--- config.mk ---
export PLATFORM = sky130hd
export DESIGN_NAME = tile_csr_mailbox
export DESIGN_NICKNAME = d
export VERILOG_FILES = /design/src/rtl/tile_csr_mailbox.sv
export SDC_FILE = /design/constraint.sdc
export NUM_CORES = 1
export LEC_CHECK = 0
export CAP_MARGIN = 25
export CORE_ASPECT_RATIO = 0.7
export CORE_MARGIN = 10
export CORE_UTILIZATION = 58
export DETAILED_ROUTE_END_ITERATION = 10
export GPL_ROUTABILITY_DRIVEN = 0
export MAX_ROUTING_LAYER = met4
export PLACE_DENSITY_LB_ADDON = 0.3
export SLEW_MARGIN = 20
export SYNTH_ARGS = -nofsm -noshare
export SYNTH_HDL_FRONTEND = slang
export SYNTH_SLANG_ARGS = --single-unit
--- constraint.sdc ---
create_clock -name clk -period 3.7 [get_ports clk]
set_input_delay 0.37 -clock clk [delete_from_list [all_inputs] [get_ports clk]]
set_output_delay 0.37 -clock clk [all_outputs]
set_load 0.03 [all_outputs]
--- src/rtl/tile_csr_mailbox.sv ---
// Host<->tile CSR mailbox: a command FIFO feeding csr_in and a response FIFO drained by the host.
// Optional sticky ovf/udf flags are enabled by defining TILE_MAILBOX_STICKY_EN.

module mbox_fifo #(
  parameter int W   = 16,
  parameter int DL2 = 2
) (
  input  logic         clk,
  input  logic         rst,
  input  logic         push,
  input  logic         pop,
  input  logic [W-1:0] wdata,
  output logic [W-1:0] head,
  output logic [DL2:0] level
);
  localparam int DEPTH = 1 << DL2;

  logic [W-1:0]   mem [DEPTH];
  logic [DL2-1:0] wptr, rptr;

  // push/pop arrive pre-qualified against level, so no full/empty guards here
  always_ff @(posedge clk) begin
    if (rst) begin
      wptr  <= '0;
      rptr  <= '0;
      level <= '0;
    end else begin
      if (push) wptr <= wptr + DL2'(1);
      if (pop)  rptr <= rptr + DL2'(1);
      case ({push, pop})
        2'b10:   level <= level + (DL2+1)'(1);
        2'b01:   level <= level - (DL2+1)'(1);
        default: level <= level;
      endcase
    end
  end

  // storage is intentionally left unreset
  always_ff @(posedge clk) begin
    if (!rst && push) mem[wptr] <= wdata;
  end

  assign head = (level != '0) ? mem[rptr] : '0;
endmodule

module tile_csr_mailbox #(
  parameter int CSR_IN_WIDTH  = 16,
  parameter int CSR_OUT_WIDTH = 16,
  parameter int DEPTH_LOG2    = 2
) (
  input  logic                     clk,
  input  logic                     rst,
  input  logic [CSR_IN_WIDTH-1:0]  host_cmd_data,
  input  logic                     host_cmd_valid,
  output logic                     host_cmd_ready,
  output logic [CSR_IN_WIDTH-1:0]  csr_in,
  input  logic                     csr_in_re,
  input  logic [CSR_OUT_WIDTH-1:0] csr_out,
  input  logic                     csr_out_we,
  output logic [CSR_OUT_WIDTH-1:0] host_rsp_data,
  output logic                     host_rsp_valid,
  input  logic                     host_rsp_ready,
  output logic [DEPTH_LOG2:0]      cmd_level,
  output logic [DEPTH_LOG2:0]      rsp_level,
  output logic                     ovf_flag,
  output logic                     udf_flag,
  input  logic                     flag_clr
);
  localparam int DEPTH = 1 << DEPTH_LOG2;
  localparam logic [DEPTH_LOG2:0] FULL = DEPTH[DEPTH_LOG2:0];

  logic cmd_push, cmd_pop, rsp_push, rsp_pop, udf_evt, ovf_evt;

  // ready looks only at the registered level; a same-cycle pop does not help
  assign host_cmd_ready = !rst && (cmd_level != FULL);
  assign cmd_push       = host_cmd_valid && host_cmd_ready;
  assign cmd_pop        = csr_in_re && (cmd_level != '0);
  assign udf_evt        = csr_in_re && (cmd_level == '0);

  assign host_rsp_valid = (rsp_level != '0);
  assign rsp_pop        = host_rsp_valid && host_rsp_ready;
  // a full response FIFO still takes a word when the host frees a slot this cycle
  assign rsp_push       = csr_out_we && ((rsp_level != FULL) || rsp_pop);
  assign ovf_evt        = csr_out_we && !rsp_push;

  mbox_fifo #(.W(CSR_IN_WIDTH), .DL2(DEPTH_LOG2)) u_cmd (
    .clk   (clk),
    .rst   (rst),
    .push  (cmd_push),
    .pop   (cmd_pop),
    .wdata (host_cmd_data),
    .head  (csr_in),
    .level (cmd_level)
  );

  mbox_fifo #(.W(CSR_OUT_WIDTH), .DL2(DEPTH_LOG2)) u_rsp (
    .clk   (clk),
    .rst   (rst),
    .push  (rsp_push),
    .pop   (rsp_pop),
    .wdata (csr_out),
    .head  (host_rsp_data),
    .level (rsp_level)
  );

`ifdef TILE_MAILBOX_STICKY_EN
  // a set event outranks a same-cycle clear
  always_ff @(posedge clk) begin
    if (rst) begin
      ovf_flag <= 1'b0;
      udf_flag <= 1'b0;
    end else begin
      if (ovf_evt)       ovf_flag <= 1'b1;
      else if (flag_clr) ovf_flag <= 1'b0;
      if (udf_evt)       udf_flag <= 1'b1;
      else if (flag_clr) udf_flag <= 1'b0;
    end
  end
`else
  logic unused_flags;
  assign unused_flags = ^{flag_clr, ovf_evt, udf_evt};
  assign ovf_flag     = 1'b0;
  assign udf_flag     = 1'b0;
`endif
endmodule

==> metrics.cfg, run 1 <==
[status]
status = finished, final reports clean

[worst_setup_path]
slowest_stage = dfxtp_1
crit_required_ns = 3.33
worst-path-max-fanout = 16
worstSetupPathType = reg -> out
crit_family = flip-flops
cp-start-kind = flip-flop
worst_ep_arrival_time_ns = 2.46
timing.rr.start = u_rsp.level[2]
path_buf_inv = 1
end_kind = output port
path_cells = mux4_2, nor2b_1, clkdlybuf4s50_1
critPathMaxStageDelay_ns = 0.86

[global_route]
grt_util_met1 = 0.1962
grtUsageMet3 = 0.05657
grt_antenna_before_repair = 0
grt_pass1_wl_um = 17780
grt_usage = 0.1632
use_met2 = 0.2532
busiest_layer = met2
first_global_vias = 3273
grt_max_degree = 19
overflow = 0

[floorplanning]
core_um2 = 9759
num_rows = 30
die_w_um = 140.0
ioPinCount = 81
die_h_um = 104.0
start_util = 0.5992
dieArea_um2 = 14560

[synth]
yosys.area.top_type = edfxtp_1
ys_types = 32
syn_inst = 312
synth_area_per_cell_um2 = 18.74
synth_top_area_frac = 0.6573
ys_warn_count = 0
ys_ff_latch = 146
synth.area.top_cells = edfxtp_1 (66%), mux4_2 (12%), dfxtp_1 (6.2%)
synth_sequential_area_ratio = 0.7189
syn_area_um2 = 5848

[sta]
setup_tns_ns = 0
layout_setup_ws_ns = 0.8691
finalCriticalPeriod_ns = 2.831
fmax_mhz = 353.2
setup_viol = 0
rsz0062_at_grt = false
slew_headroom = 0.3677
hold_violations = 0
period_share = 0.7651
worst_pin_slew_ns = 0.9485
drv_slew = 0
fin_skew_ns = 0.008513

[routing]
drt_wl_total_um = 10990
ant_nets = 0
vias_per_cell = 5.518
num_vias = 2985
drt_iter0_drc = 163
dr.pass1.iters = 4
route.detailed.drc = 0
post_drt_wl_per_cell_um = 20.32

[place]
hpwl_um = 6952
dp_cells = 509
io_buffer_count = 77
place_ws_ns = 1.086

[pwr]
power.leakage_nw = 2.503
powerDensity_nw_per_um2 = 772.8
peakVddDrop_mv = 0.4615

[cts]
ctsHoldBuffers = 0
post_cts_buffers = 0
cts_buffers = 17
cts_resized = 0
clk_pin_slew_ns = 0.06
ctsHtreeMaxLevel = 4
clock-sinks = 146
cts_root_buffer = clkbuf_16
cts_tree = built
cts_buffer_depth = 2
clk_latency_ns = 0.41

[cells_and_area]
diodes = 0
layout-drive-gt1-share = 0.1840
fin_util = 0.7554
final_nets = 451
area_growth_pct = 26.06
layout.cells.non_filler = 541

[worst_hold_path]
hold_start = u_cmd.rptr[1]
min_path_type = reg -> reg

[run]
maxCapViolCount = 0

[cells by family (layout without fill, tap and decap cells)]
kind of cell             Yosys count  after routing  share of synthesized area
other                              1              2                  0.0006412
XOR/XNOR                           6              6                   0.008986
buffers and inverters             31            131                    0.02888
multiplexers                      36             36                     0.1312
AO/OA/AOI/OAI                     13             13                    0.01476
flip-flops                       146            146                     0.7189
AND/OR/NAND/NOR                   67             67                    0.06846
adder cells (fa/ha/maj)           12             12                    0.02824
[through the flow]
step                      hold WS [ns]  cell area [um2]  power [mW]
after global placement          0.4678             6715       3.840
final                           0.5049             7372       5.697
after floorplan                 0.4591             5852       3.226
after CTS                       0.5070             7372       5.759
after global routing            0.5361             7372       5.961
after detailed placement        0.4906             6715       3.874
[power breakdown]
part / switching [mW] / internal [mW]
clock network: 0.664 / 1.21
registers: 0.0975 / 1.92
logic: 1.00 / 0.806
[layout make-up]
cell class	instances	area, um2
sequential	146	4204
inverter	17	63.81
clock inverter	15	231.5
clock buffer	17	425.4
tap	128	160.2
multi-input combinational	136	1479
fill	576	2387
timing repair buffer	82	808.3
[registers in the layout, indices dropped and copies added (netlist names), named ones only]
name	flops
u_cmd.rptr	2
u_cmd.mem	64
u_cmd.wptr	2
u_cmd.level	3
u_rsp.rptr	2
u_rsp.wptr	2
u_rsp.mem	64
u_rsp.level	3
[final timing paths]
| kind | to | slack, ns | depth (start not counted) |
|---|---|---|---|
| setup / recovery | csr_in[5] | 0.87 | 3 |
| hold / removal | u_cmd.rptr[1] | 0.50 | 2 |
| setup reg to reg | u_rsp.level[2] | 1.31 | 9 |
| hold reg to reg | u_cmd.rptr[1] | 0.50 | 2 |
[cell usage in the layout, fill, tap and decap left out, drive strengths merged, types with 7 or more instances in the layout]
| cell | netlist | routed |
|---|---|---|
| clkdlybuf4s50 | 0 | 77 |
| edfxtp | 128 | 128 |
| inv | 17 | 20 |
| nor2 | 14 | 14 |
| nor2b | 25 | 25 |
| ha | 10 | 10 |
| mux4 | 32 | 32 |
| and2b | 7 | 7 |
| dfxtp | 18 | 18 |
| clkbuf | 3 | 17 |
[worst reg2reg max path, cell delays in order (launching register included)]
cell and delay (ns):
dfxtp_1 0.47, inv_2 0.07, o41a_4 0.48, inv_1 0.08, ha_1 0.18, inv_1 0.06, fa_1 0.37, xor2_1 0.16
or3_1 0.30, a21oi_1 0.16
[layer usage]
metal | share of wire | wire, um | vias to the layer above
li1 | - | - | 1371
met1 | 0.43 | 4769 | 1518
met2 | 0.50 | 5527 | 87
met3 | 0.055 | 604 | 9
met4 | 0.0085 | 93 | 0
met5 | 0 | 0 | -
[synth_stat cells]
cell type  count
o21ai_0        4
o31ai_1        2
buf_2          4
fa_1           2
xor2_1         6
and3_1         4
nand2_1        5
buf_1          1
dfxtp_1       18
inv_2          1
and2b_1        7
nor3_2         2
buf_6          3
clkbuf_2       1
mux2i_1        2
ha_1          10
inv_1         16
and2_1         4
mux4_2        32
a21oi_1        6
nor2_1        14
conb_1         1
buf_12         1
mux2_4         1
or3_1          4
buf_4          2
clkbuf_1       2
nor3b_2        2
o41a_4         1
nor2b_1       25
mux2_1         1
edfxtp_1     128
No activity file was read; power rests on OpenSTA's default activity.
==> run 2: changes to the inputs <==
--- a/config.mk
+++ b/config.mk
@@ -8,7 +8,7 @@
 export CAP_MARGIN = 25
 export CORE_ASPECT_RATIO = 0.7
 export CORE_MARGIN = 10
-export CORE_UTILIZATION = 58
+export CORE_UTILIZATION = 49
 export DETAILED_ROUTE_END_ITERATION = 10
 export GPL_ROUTABILITY_DRIVEN = 0
 export MAX_ROUTING_LAYER = met4
==> constraint.sdc (replaced) <==
create_clock -name clk -period 2.38 [get_ports clk]
set_input_delay 0.238 -clock clk [delete_from_list [all_inputs] [get_ports clk]]
set_output_delay 0.238 -clock clk [all_outputs]
set_load 0.03 [all_outputs]
==> run 2 against run 1 <==
First-iteration DRC count is 26% higher. Die area up 15%. Register-to-register slack got worse by 1.2 ns. Routed wire length fell by 0.75%. Clock power rose by 32%. Sequential power up 54%. Core utilization down 13 points. Critical endpoint is now host_rsp_valid. Largest cell class unchanged. Largest power group unchanged. Highest routed layer unchanged.
==> metrics.cfg, run 2 (synthesis gave the netlist of run 1 again) <==
[cells_and_area]
largest_registers = u_cmd.mem (64), u_rsp.mem (64)
diodes = 0  ; unchanged
final_common_cell = edfxtp_1
final_nets = 462  ; +2.4%
fin_util = 0.6299  ; -0.1254
most-common-layout-cells = edfxtp_1 (128), clkdlybuf4s50_1 (45), mux4_2 (32), nor2b_1 (25), dlygate4sd2_1 (25)
area_growth_pct = 25.87
layout-drive-gt1-share = 0.2080  ; +0.02402

[floorplanning]
start_util = 0.5005  ; -0.09875
core_um2 = 11690  ; +20%
num_rows = 33  ; +10%
dieArea_um2 = 16770  ; +15%
ioPinCount = 81  ; unchanged
die_h_um = 111.4  ; +7.1%
die_w_um = 150.6  ; +7.5%

[routing]
num_vias = 2959  ; -0.87%
route.detailed.drc = 0  ; unchanged
post_drt_wl_per_cell_um = 18.81  ; -7.4%
dr.pass1.iters = 4  ; unchanged
drt_wl_total_um = 10910  ; -0.75%
vias_per_cell = 5.102  ; -7.5%
ant_nets = 0  ; unchanged
drt_iter0_drc = 205  ; +26%

[worst_setup_path]
reg2reg_depth = 8  ; -1
worst_ep_arrival_time_ns = 2.01  ; -0.45 ns
end_kind = output port
timing.rr.start = u_rsp.level[0]
crit_required_ns = 2.14  ; -1.19 ns
cp-start-kind = flip-flop
rrSetupSlack_ns = 0.15  ; -1.16 ns
r2r-end = u_rsp.level[2]
worstSetupPathType = reg -> out
worst-path-max-fanout = 17  ; +1

[sta]
period_share = 0.9464
rsz0062_at_grt = false
worst_pin_slew_ns = 0.8941  ; -0.05441 ns
fin_skew_ns = 0.009351  ; +0.0008382 ns
finalCriticalPeriod_ns = 2.253
slew_headroom = 0.4040  ; +0.03627
drv_slew = 0  ; unchanged
hold_violations = 0  ; unchanged
setup_tns_ns = 0  ; unchanged
fmax_mhz = 443.9
setup_viol = 0  ; unchanged
whs_ns = 0.4613  ; -0.04358 ns

[global_route]
overflow = 0  ; unchanged
grt_usage = 0.1392  ; -0.02393
grt_antenna_before_repair = 0  ; unchanged
grt_max_degree = 19  ; unchanged
first_global_vias = 3241  ; -0.98%
grt_pass1_wl_um = 17260  ; -2.9%

[status]
status = finished, final reports clean

[place]
hpwl_um = 7144  ; +2.8%
io_buffer_count = 77  ; unchanged

[cts]
ctsHtreeMaxLevel = 4  ; unchanged
cts_tree = built
post_cts_buffers = 0  ; unchanged
cts_buffer_depth = 2  ; unchanged
clock-sinks = 146  ; unchanged
clk_pin_slew_ns = 0.06  ; about the same
clk_latency_ns = 0.41  ; about the same
cts_buffers = 17  ; unchanged
cts_root_buffer = clkbuf_16
ctsHoldBuffers = 0  ; unchanged

[worst_hold_path]
min_path_type = in -> reg
hold_path_depth = 1  ; -1
min_delay_worst_endpoint = u_rsp.mem[2][8]
hold_start = csr_out[8]

[pwr]
power.leakage_nw = 2.613  ; +4.4%
powerDensity_nw_per_um2 = 1128  ; +46%
peakVddDrop_mv = 0.6384  ; +38%
power_mw = 8.299  ; +46%

[run]
maxCapViolCount = 0  ; unchanged

-- run 2: cell count changes in the layout (fill, tap and decap cells not counted), moves of 2 or more --
cell / change
clkdlybuf4s50_1: -32
dlygate4sd2_1: +25
buf_4: +16
bufinv_16: -3
clkinv_1: +3
clkinv_4: -3
buf_12: +2
clkbuf_1: +2
clkinvlp_4: +2
inv_6: -2
-- run 2: repair_timing --
action | CTS | global route
setup endpoints to repair | 25 | 0
resized for setup | 25 | 0
endpoints found under the hold margin | 0 | 0
-- run 2: worst max-delay path, stage by stage, from the launching register on --
cell             delay (ns)
dfxtp_1                0.32
buf_4                  0.16
nor3_2                 0.18
buf_4                  0.28
inv_1                  0.07
clkdlybuf4s50_1        0.60
-- run 2: per-stage QoR --
| stage | std cells | cell area, um2 | worst slack, ns |
|---|---|---|---|
| CTS | 580 | 7361 | 0.09236 |
| global placement | 549 | 6842 | 0.06741 |
| detailed placement | 549 | 6842 | 0.03020 |
| global route | 580 | 7361 | 0.01221 |
| finish | 580 | 7361 | 0.1275 |
| floorplan | 313 | 5852 | 0.01856 |
-- run 2: layout make-up --
cell class	instances	area [um2]
Inverter	17	63.81
Fill cell	838	4324
Multi-Input combinational cell	136	1479
Clock inverter	12	117.6
Timing Repair Buffer	93	867.1
Tap cell	157	196.4
Clock buffer	19	432.9
Sequential cell	146	4204
-- run 2: worst max-delay path by stage --
stage              startpoint              to  slack [ns]  cells past startpoint
2_1_floorplan  u_rsp.level[2]  u_rsp.level[2]        0.02                      9
3_3_place_gp   host_rsp_ready  u_rsp.level[2]        0.07                      9
3_5_place_dp   host_rsp_ready  u_rsp.level[2]        0.03                      9
4_1_cts        u_rsp.level[2]  host_rsp_valid        0.09                      5
5_1_grt        u_rsp.level[0]  u_rsp.level[2]        0.01                      8
6_report       u_rsp.level[2]  host_rsp_valid        0.13                      5
-- run 2: metal layers --
layer | vias to the layer above | wire length (um) | global-route usage
met1 | 1492 | 4711 | 0.1745
met5 | - | 0 | -
met3 | 2 | 635 | 0.03722
met2 | 75 | 5505 | 0.2131
met4 | 0 | 59 | 0.05310
li1 | 1390 | - | -
-- run 2: where the power goes --
part / switching [mW] / leakage, nW / internal (mW)
Combinational: 1.57 / 1.04 / 1.14
Sequential: 0.124 / 1.31 / 2.99
Clock: 0.953 / 0.261 / 1.52
==> run 3: changes to the inputs <==
--- a/config.mk
+++ b/config.mk
@@ -12,7 +12,7 @@
 export DETAILED_ROUTE_END_ITERATION = 10
 export GPL_ROUTABILITY_DRIVEN = 0
 export MAX_ROUTING_LAYER = met4
-export PLACE_DENSITY_LB_ADDON = 0.3
+export PLACE_DENSITY = 0.88
 export SLEW_MARGIN = 20
 export SYNTH_ARGS = -nofsm -noshare
 export SYNTH_HDL_FRONTEND = slang
==> run 3 against run 2 <==
Cell count is 1.0% higher. Power increased by 1.8%. Global-route usage up 0.36 points. Non-clock buffer count increased by 6. Flip-flop and latch count is the same. Routed wire length is 4.8% higher. Count of clock-buffer cells in the layout up 2. Design area increased by 1.2%. Critical path depth increased by 5. Clock skew up 0.00071 ns. First-iteration DRC count rose by 16%. Largest cell class unchanged.
==> metrics.cfg, run 3 (synthesis gave the netlist of run 1 again) <==
[worst_setup_path]
cp-start-kind = flip-flop
path_cells = buf_4, nor3b_4, nor3b_2, inv_1, ha_1, inv_1, fa_1, xor2_1, or3_1, a21oi_1
slowest_stage = fa_1
crit_family = simple AND/OR/NAND/NOR gates
worst_ep_arrival_time_ns = 2.57  ; +0.56 ns
crit_top_cell = inv_1
end_kind = flip-flop
path_buf_inv = 3  ; -1
crit_required_ns = 2.70  ; +0.56 ns
worstSetupPathType = reg -> reg
critPathMaxStageDelay_ns = 0.37  ; -0.23 ns
worst-path-max-fanout = 5  ; -12

[floorplanning]
core_um2 = 11690  ; unchanged
num_rows = 33  ; unchanged
start_util = 0.5005  ; unchanged
ioPinCount = 81  ; unchanged
die_w_um = 150.6  ; unchanged
dieArea_um2 = 16770  ; unchanged
die_h_um = 111.4  ; unchanged

[global_route]
overflow = 0  ; unchanged
first_global_vias = 3237  ; -0.12%
grt_pass1_wl_um = 17770  ; +2.9%
grt_max_degree = 18  ; -1
grt_antenna_before_repair = 0  ; unchanged
grt_usage = 0.1429  ; +0.003639

[pwr]
power_mw = 8.450  ; +1.8%
powerDensity_nw_per_um2 = 1134  ; +0.60%
peakVddDrop_mv = 0.5687  ; -11%
power.leakage_nw = 2.670  ; +2.2%

[cells_and_area]
layout.cells.non_filler = 586  ; +1.0%
fill_cells = 810  ; -3.3%
final_nets = 468  ; +1.3%
fin_area_um2 = 7450  ; +1.2%
diodes = 0  ; unchanged
area_growth_pct = 27.39
largest_registers = u_cmd.mem (64), u_rsp.mem (64)
most-common-layout-cells = edfxtp_1 (128), clkdlybuf4s50_1 (44), mux4_2 (32)
final_common_cell = edfxtp_1
layout-drive-gt1-share = 0.2238  ; +0.01574

[routing]
vias_per_cell = 5.147  ; +0.88%
ant_nets = 0  ; unchanged
drt_wl_total_um = 11430  ; +4.8%
drt_iter0_drc = 238  ; +16%
dr.pass1.iters = 4  ; unchanged
num_vias = 3016  ; +1.9%
route.detailed.drc = 0  ; unchanged
post_drt_wl_per_cell_um = 19.51  ; +3.7%

[sta]
rsz0062_at_grt = false
setup_viol = 0  ; unchanged
period_share = 0.9465  ; about the same
fmax_mhz = 443.9  ; about the same
slew_headroom = 0.4119  ; +0.007983
fin_skew_ns = 0.01006  ; +0.0007097 ns
finalCriticalPeriod_ns = 2.253  ; +0.00004800 ns
layout_setup_ws_ns = 0.1274  ; -0.00004800 ns
hold_violations = 0  ; unchanged
setup_tns_ns = 0  ; unchanged
worst_pin_slew_ns = 0.8821  ; -0.01197 ns
drv_slew = 0  ; unchanged

[place]
place_ws_ns = -0.02607  ; -0.05626 ns
placed_cell_area_um2 = 6889  ; +0.70%
io_buffer_count = 77  ; unchanged
dp_cells = 552  ; +0.55%
hpwl_um = 7747  ; +8.4%

[cts]
cts_buffer_depth = 2  ; unchanged
cts_buffers = 17  ; unchanged
ctsHoldBuffers = 0  ; unchanged
clk_latency_ns = 0.40  ; about the same
cts_root_buffer = clkbuf_16
cts_tree = built
ctsHtreeMaxLevel = 4  ; unchanged
clk_pin_slew_ns = 0.06  ; about the same
clock-sinks = 146  ; unchanged

[run]
maxCapViolCount = 0  ; unchanged

[status]
status = finished, final reports clean

[worst_hold_path]
min_path_type = in -> reg

[run 3: cell count changes in the layout (fill, tap and decap cells not counted), sizes merged]
| cell | delta |
|---|---|
| buf | +6 |
| clkbuf | +2 |
| clkdlybuf4s50 | -1 |
| clkinv | -1 |
| clkinvlp | -1 |
| dlymetal6s2s | +1 |
[run 3: path summary, 6_finish.rpt]
check	depth (start not counted)	from	slack, ns	endpoint
max	10	u_cmd.level[0]	0.13	u_cmd.level[2]
min	1	csr_out[10]	0.47	u_rsp.mem[2][10]
max reg2reg	10	u_cmd.level[0]	0.13	u_cmd.level[2]
min reg2reg	2	u_rsp.rptr[1]	0.51	u_rsp.rptr[1]
[run 3: worst reg2reg max path, delay by kind of cell, from the launching register on]
kind            cells  cell delay, ns
simple gates        3            0.67
compound gates      1            0.17
buf+inv             3            0.30
fa+ha+maj           2            0.55
xor+xnor            1            0.16
flops               1            0.33
[run 3: area by class of cell]
cell class                      instances  area [um2]  share of cell area
Sequential cell                       146        4205              0.5645
Inverter                               17       63.81            0.008566
Tap cell                              157       196.4             0.02637
Multi-Input combinational cell        136        1491              0.2002
Timing Repair Buffer                   99       939.7              0.1261
Clock inverter                         10       112.6             0.01512
Clock buffer                           21       440.4             0.05912
[run 3: repair_timing]
item | in CTS | in global routing
buffers inserted | 3 | 0
pin swaps | 1 | 0
endpoints found under the setup margin | 25 | 2
gates resized for setup | 26 | 3
[run 3: power by group]
part | internal [mW] | switching [mW] | total [mW]
Sequential | 2.99 | 0.102 | 3.09
Clock | 1.53 | 0.935 | 2.47
Combinational | 1.22 | 1.67 | 2.89
[run 3: through the flow]
step                utilization  hold slack (ns)
finish                   0.6375           0.4748
detailed placement       0.5896           0.4988
CTS                      0.6367           0.4535
floorplan                     -           0.3369
global placement         0.5896           0.4646
global route             0.6375           0.4715
[run 3: layer usage]
layer,track usage,vias to the layer above,share of wire
met4,0.05630,0,0.013
met1,0.1656,1553,0.42
li1,-,1397,-
met3,0.03479,10,0.035
met5,-,-,0
met2,0.2354,56,0.53
